[src/rtl/i2c_codec_target.sv]
// I2C write-only target for the audio codec control port: decodes {reg, d8}, d[7:0]
// register writes addressed to DEV_ADDR and shadows them in a 9-bit register file.
module i2c_codec_target #(
    parameter logic [6:0] DEV_ADDR  = 7'h1A,
    parameter int         NUM_REGS  = 16,
    parameter logic [6:0] RESET_REG = 7'h0F
) (
    input  logic       clk,
    input  logic       reset,
    input  logic       i2c_scl,
    input  logic       i2c_sda_in,
    output logic       i2c_sda_oe,
    output logic       wr_strobe,
    output logic [6:0] wr_addr,
    output logic [8:0] wr_data,
    input  logic [3:0] rd_addr,
    output logic [8:0] rd_data,
    output logic       busy,
    output logic [7:0] wr_count
);
    localparam int         AW          = $clog2(NUM_REGS);
    localparam logic [6:0] NUM_REGS_7  = 7'(NUM_REGS);
    localparam logic [7:0] WR_ADDR_BYTE = {DEV_ADDR, 1'b0};

    typedef enum logic [2:0] {
        S_IDLE, S_ADDR, S_ACK_A, S_BYTE1, S_ACK_1, S_BYTE2, S_ACK_2, S_WAIT_STOP
    } state_t;

    state_t      r_state;
    state_t      w_state_nxt;
    logic        r_scl_s1, r_scl_s2, r_scl_d;
    logic        r_sda_s1, r_sda_s2, r_sda_d;
    logic [3:0]  r_bit_cnt;
    logic [7:0]  r_shift;
    logic        r_oe;
    logic [6:0]  r_reg;
    logic        r_d8;
    logic [7:0]  r_data;
    logic        r_strobe;
    logic [6:0]  r_wr_addr;
    logic [8:0]  r_wr_data;
    logic [7:0]  r_wr_count;
    logic [8:0]  r_regs [NUM_REGS];

    logic w_scl_rise, w_scl_fall, w_start, w_stop, w_bit_done;
    logic w_shift_en, w_cnt_clr, w_oe_nxt, w_latch1, w_latch2, w_commit;

    assign w_scl_rise = r_scl_s2 & ~r_scl_d;
    assign w_scl_fall = ~r_scl_s2 & r_scl_d;
    assign w_start    = r_scl_s2 & r_scl_d & r_sda_d & ~r_sda_s2;
    assign w_stop     = r_scl_s2 & r_scl_d & ~r_sda_d & r_sda_s2;
    assign w_bit_done = (r_bit_cnt == 4'd8);

    always_comb begin
        w_state_nxt = r_state;
        w_shift_en  = 1'b0;
        w_cnt_clr   = 1'b0;
        w_oe_nxt    = r_oe;
        w_latch1    = 1'b0;
        w_latch2    = 1'b0;
        w_commit    = 1'b0;
        if (w_start) begin
            w_state_nxt = S_ADDR;
            w_cnt_clr   = 1'b1;
            w_oe_nxt    = 1'b0;
        end else if (w_stop) begin
            w_state_nxt = S_IDLE;
            w_oe_nxt    = 1'b0;
        end else begin
            // Data bits shift on SCL rise; the falling edge after bit 8 decides ACK/NACK.
            if ((r_state == S_ADDR || r_state == S_BYTE1 || r_state == S_BYTE2)
                && w_scl_rise && !w_bit_done) begin
                w_shift_en = 1'b1;
            end
            case (r_state)
                S_ADDR: if (w_scl_fall && w_bit_done) begin
                    if (r_shift == WR_ADDR_BYTE) begin
                        w_state_nxt = S_ACK_A;
                        w_oe_nxt    = 1'b1;
                    end else begin
                        w_state_nxt = S_WAIT_STOP;
                    end
                end
                S_BYTE1: if (w_scl_fall && w_bit_done) begin
                    if (r_shift[7:1] < NUM_REGS_7) begin
                        w_state_nxt = S_ACK_1;
                        w_oe_nxt    = 1'b1;
                        w_latch1    = 1'b1;
                    end else begin
                        w_state_nxt = S_WAIT_STOP;
                    end
                end
                S_BYTE2: if (w_scl_fall && w_bit_done) begin
                    w_state_nxt = S_ACK_2;
                    w_oe_nxt    = 1'b1;
                    w_latch2    = 1'b1;
                end
                S_ACK_A: if (w_scl_fall) begin
                    w_state_nxt = S_BYTE1;
                    w_oe_nxt    = 1'b0;
                    w_cnt_clr   = 1'b1;
                end
                S_ACK_1: if (w_scl_fall) begin
                    w_state_nxt = S_BYTE2;
                    w_oe_nxt    = 1'b0;
                    w_cnt_clr   = 1'b1;
                end
                S_ACK_2: if (w_scl_fall) begin
                    w_state_nxt = S_WAIT_STOP;
                    w_oe_nxt    = 1'b0;
                    w_commit    = 1'b1;
                end
                default: ;
            endcase
        end
    end

    always_ff @(posedge clk) begin
        if (reset) begin
            r_state    <= S_IDLE;
            r_scl_s1   <= 1'b1;
            r_scl_s2   <= 1'b1;
            r_scl_d    <= 1'b1;
            r_sda_s1   <= 1'b1;
            r_sda_s2   <= 1'b1;
            r_sda_d    <= 1'b1;
            r_bit_cnt  <= 4'd0;
            r_shift    <= 8'd0;
            r_oe       <= 1'b0;
            r_reg      <= 7'd0;
            r_d8       <= 1'b0;
            r_data     <= 8'd0;
            r_strobe   <= 1'b0;
            r_wr_addr  <= 7'd0;
            r_wr_data  <= 9'd0;
            r_wr_count <= 8'd0;
            for (int i = 0; i < NUM_REGS; i++) r_regs[i] <= 9'd0;
        end else begin
            r_scl_s1 <= i2c_scl;
            r_scl_s2 <= r_scl_s1;
            r_scl_d  <= r_scl_s2;
            r_sda_s1 <= i2c_sda_in;
            r_sda_s2 <= r_sda_s1;
            r_sda_d  <= r_sda_s2;
            r_state  <= w_state_nxt;
            r_oe     <= w_oe_nxt;
            r_strobe <= w_commit;
            if (w_cnt_clr) begin
                r_bit_cnt <= 4'd0;
            end else if (w_shift_en) begin
                r_bit_cnt <= r_bit_cnt + 4'd1;
                r_shift   <= {r_shift[6:0], r_sda_s2};
            end
            if (w_latch1) begin
                r_reg <= r_shift[7:1];
                r_d8  <= r_shift[0];
            end
            if (w_latch2) r_data <= r_shift;
            if (w_commit) begin
                r_wr_addr <= r_reg;
                r_wr_data <= {r_d8, r_data};
                if (r_wr_count != 8'hFF) r_wr_count <= r_wr_count + 8'd1;
                if (r_reg == RESET_REG) begin
                    for (int i = 0; i < NUM_REGS; i++) r_regs[i] <= 9'd0;
                end else begin
                    r_regs[r_reg[AW-1:0]] <= {r_d8, r_data};
                end
            end
        end
    end

    assign i2c_sda_oe = r_oe;
    assign wr_strobe  = r_strobe;
    assign wr_addr    = r_wr_addr;
    assign wr_data    = r_wr_data;
    assign wr_count   = r_wr_count;
    assign busy       = (r_state != S_IDLE);
    assign rd_data    = r_regs[rd_addr];
endmodule

[config.mk]
export PLATFORM = sky130hd
export DESIGN_NAME = i2c_codec_target
export DESIGN_NICKNAME = d
export VERILOG_FILES = /design/src/rtl/i2c_codec_target.sv
export SDC_FILE = /design/constraint.sdc
export NUM_CORES = 1
export LEC_CHECK = 0
export CAP_MARGIN = 20
export CORE_ASPECT_RATIO = 1.4
export CORE_UTILIZATION = 55
export CTS_CLUSTER_SIZE = 12
export DETAILED_ROUTE_END_ITERATION = 8
export PLACE_DENSITY = 0.83
export SLEW_MARGIN = 10
export SYNTH_ARGS = -nofsm -noshare
export SYNTH_HDL_FRONTEND = slang
export SYNTH_SLANG_ARGS = --single-unit
[constraint.sdc]
create_clock -name clk -period 4.3 [get_ports clk]
set_input_delay 0.86 -clock clk [delete_from_list [all_inputs] [get_ports clk]]
set_output_delay 0.86 -clock clk [all_outputs]
set_load 0.005 [all_outputs]
==> metrics.yaml <==
preCtsSetupSlack_ps: 637
synth.yosys.seq_area_share_pct: 59.9
setup_tns_ps: 0
worst_slack_ps: 610
skew_ps: 7.98
yosys_most_used_dff: "edfxtp_1"
crit_path_end_kind: "output pin"
grt_max_degree: 60
synthCells: 697
synth.avg_cell_area_um2: 13.4
gp_congestion: 0.825
clk_latency_ps: 490
stdcell_area_um2: 10500
hold_class: "reg2reg"
yosysWarningCount: 0
clockBufferDepth: 3
dp.cells: 911
drive_gt1_share_pct: 13.8
setup_viol: 0
syn_to_final_growth_pct: 12.6
grt_pass1_wl_um: 31700
dr_total_vias: 5567
cts_tree: "done"
final_nets: 743
syn-num-nets: 708
routed_wl_um: 19800
initial_core_util_pct: 55.9
ctsHtreeMaxLevel: 1
drtAntennaViolNets: 0
n_antenna_cell: 0
async_flop_share_pct: 0
p_leak_uw: 0.00386
fin_crit_ps: 3690
ys_types: 53
max_freq_mhz: 271
drc: 4
min_period_over_period_pct: 85.8
largest_register_ffs: 144
crit_type: "in2out"
vdd_ir_drop_max_v: 0.000293
worstMarginPinSlew_ps: 1080
synth-edff-count: 144
fin_util_pct: 62.9
cts.clk_slew.worst_paths_ps: 50
crit_arrival_ps: 2830
synth_top_area_share_pct: 46.4
antenna_found_initial: 0
dr.first_iter.drc_count: 411
r2r_setup_slack_ps: 940
rsz0062_at_grt: "no"
drv_cap: 0
rows: 56
run_status: "finished with violations"
firstDrtPassIters: 6
hold_viol_final: 0
portBuffers: 43
instances_no_fill: 949
die_x_um: 112
grt_pass1_vias: 5821
top_register: "r_regs"
synth_area_leaders: "edfxtp_1 (46%), dfxtp_1 (14%), and2_1 (10%)"
syn_area_um2: 9330
worstPathRequired_ps: 3440
critPathLaunchType: "input port"
cts.sinks: 207
die_h_um: 156
violations: "design-rule violations"
post-synth-top-count-cell: "and2_1"
clockRootBuffer: "clkbuf_16"
cts_hold_buf: 0
power.density_nw_per_um2: 383
yosysTopAreaCell: "edfxtp_1"
grt_overflow_total: 0
synth_common_cells: "and2_1 (149), edfxtp_1 (144), dfxtp_1 (63), nand2_1 (51), nor2_1 (37)"
placed_cell_area_um2: 9880
dieArea_um2: 17500
post_cts_buffers: 0
ys_ff_latch: 207
dpl.hpwl_um: 13400
routedWlPerCell_um: 20.8
routed_via_density: 5.87
io_pins: 44
cts_resized: 0
numCtsBuffers: 21
crit_fanout: 18
relSlewSlack_pct: 27.8
drv_slew: 0
grt_use_total_pct: 23.6
core-area_um2: 16700
## cell usage in the layout (no fill, tap or decap), types with 4 or more instances in the layout
cell             count
and2_1             149
edfxtp_1           144
dfxtp_1             63
nand2_1             51
clkdlybuf4s50_1     41
nor2_1              37
mux4_2              36
nand2b_1            23
mux2i_1             23
a21oi_1             22
clkbuf_16           21
a22oi_1             18
clkbuf_1            13
nor3_4               9
buf_4                8
or2_2                7
nor2b_1              6
nor4_4               5
or3_1                5
o21ai_0              5
inv_1                4
a31oi_1              4
nand3_1              4
## metrics by stage
| stage | power [µW] | hold WS [ps] |
|---|---|---|
| after global placement | 2410 | 395 |
| after global routing | 4130 | 435 |
| after floorplan | 2350 | 389 |
| final | 4020 | 421 |
| after CTS | 4030 | 427 |
| after detailed placement | 2420 | 402 |
## final cells by class
class	instances	area, µm²
repair buffers	53	508
fillers	1207	6180
multi-input cells	445	3530
flip-flops and latches	207	5590
clock inverters	1	3.75
clock buffers	36	602
inverters	4	15.0
well taps	203	254
## worst paths after layout
| kind | depth (start not counted) | endpoint | from |
|---|---|---|---|
| worst min register to register | 1 | r_sda_s2 | r_sda_s1 |
| worst min-delay path | 1 | r_sda_s2 | r_sda_s1 |
| worst max-delay path | 6 | rd_data[1] | rd_addr[1] |
| worst max register to register | 5 | r_regs[11][6] | r_state[2] |
## metal layers
metal / GRT usage [%] / wire length [µm]
met2: 44.8 / 10700
met1: 27.5 / 7570
met3: 2.72 / 988
met4: 8.25 / 518
met5: 0 / 0
## cells by family after synthesis
kind of cell,Yosys count,share of synthesized area (%)
simple gates,318,21.5
compound gates,58,3.97
mux,61,11.4
buf+inv,45,2.33
fa+ha+maj,3,0.403
flops,207,59.9
xor+xnor,5,0.470
## critical path, stage by stage
cell and delay [ps]:
clkdlybuf4s50_1 490, buf_4 290, mux4_2 340, a22oi_1 290, nand2_1 90, clkdlybuf4s50_1 460
## report_power, final
part / internal (µW) / switching, µW
Clock: 944 / 699
Combinational: 85.4 / 96.0
Sequential: 2170 / 20.1
Total: 3200 / 815
Note: power is estimated with default switching activity, not from simulation.
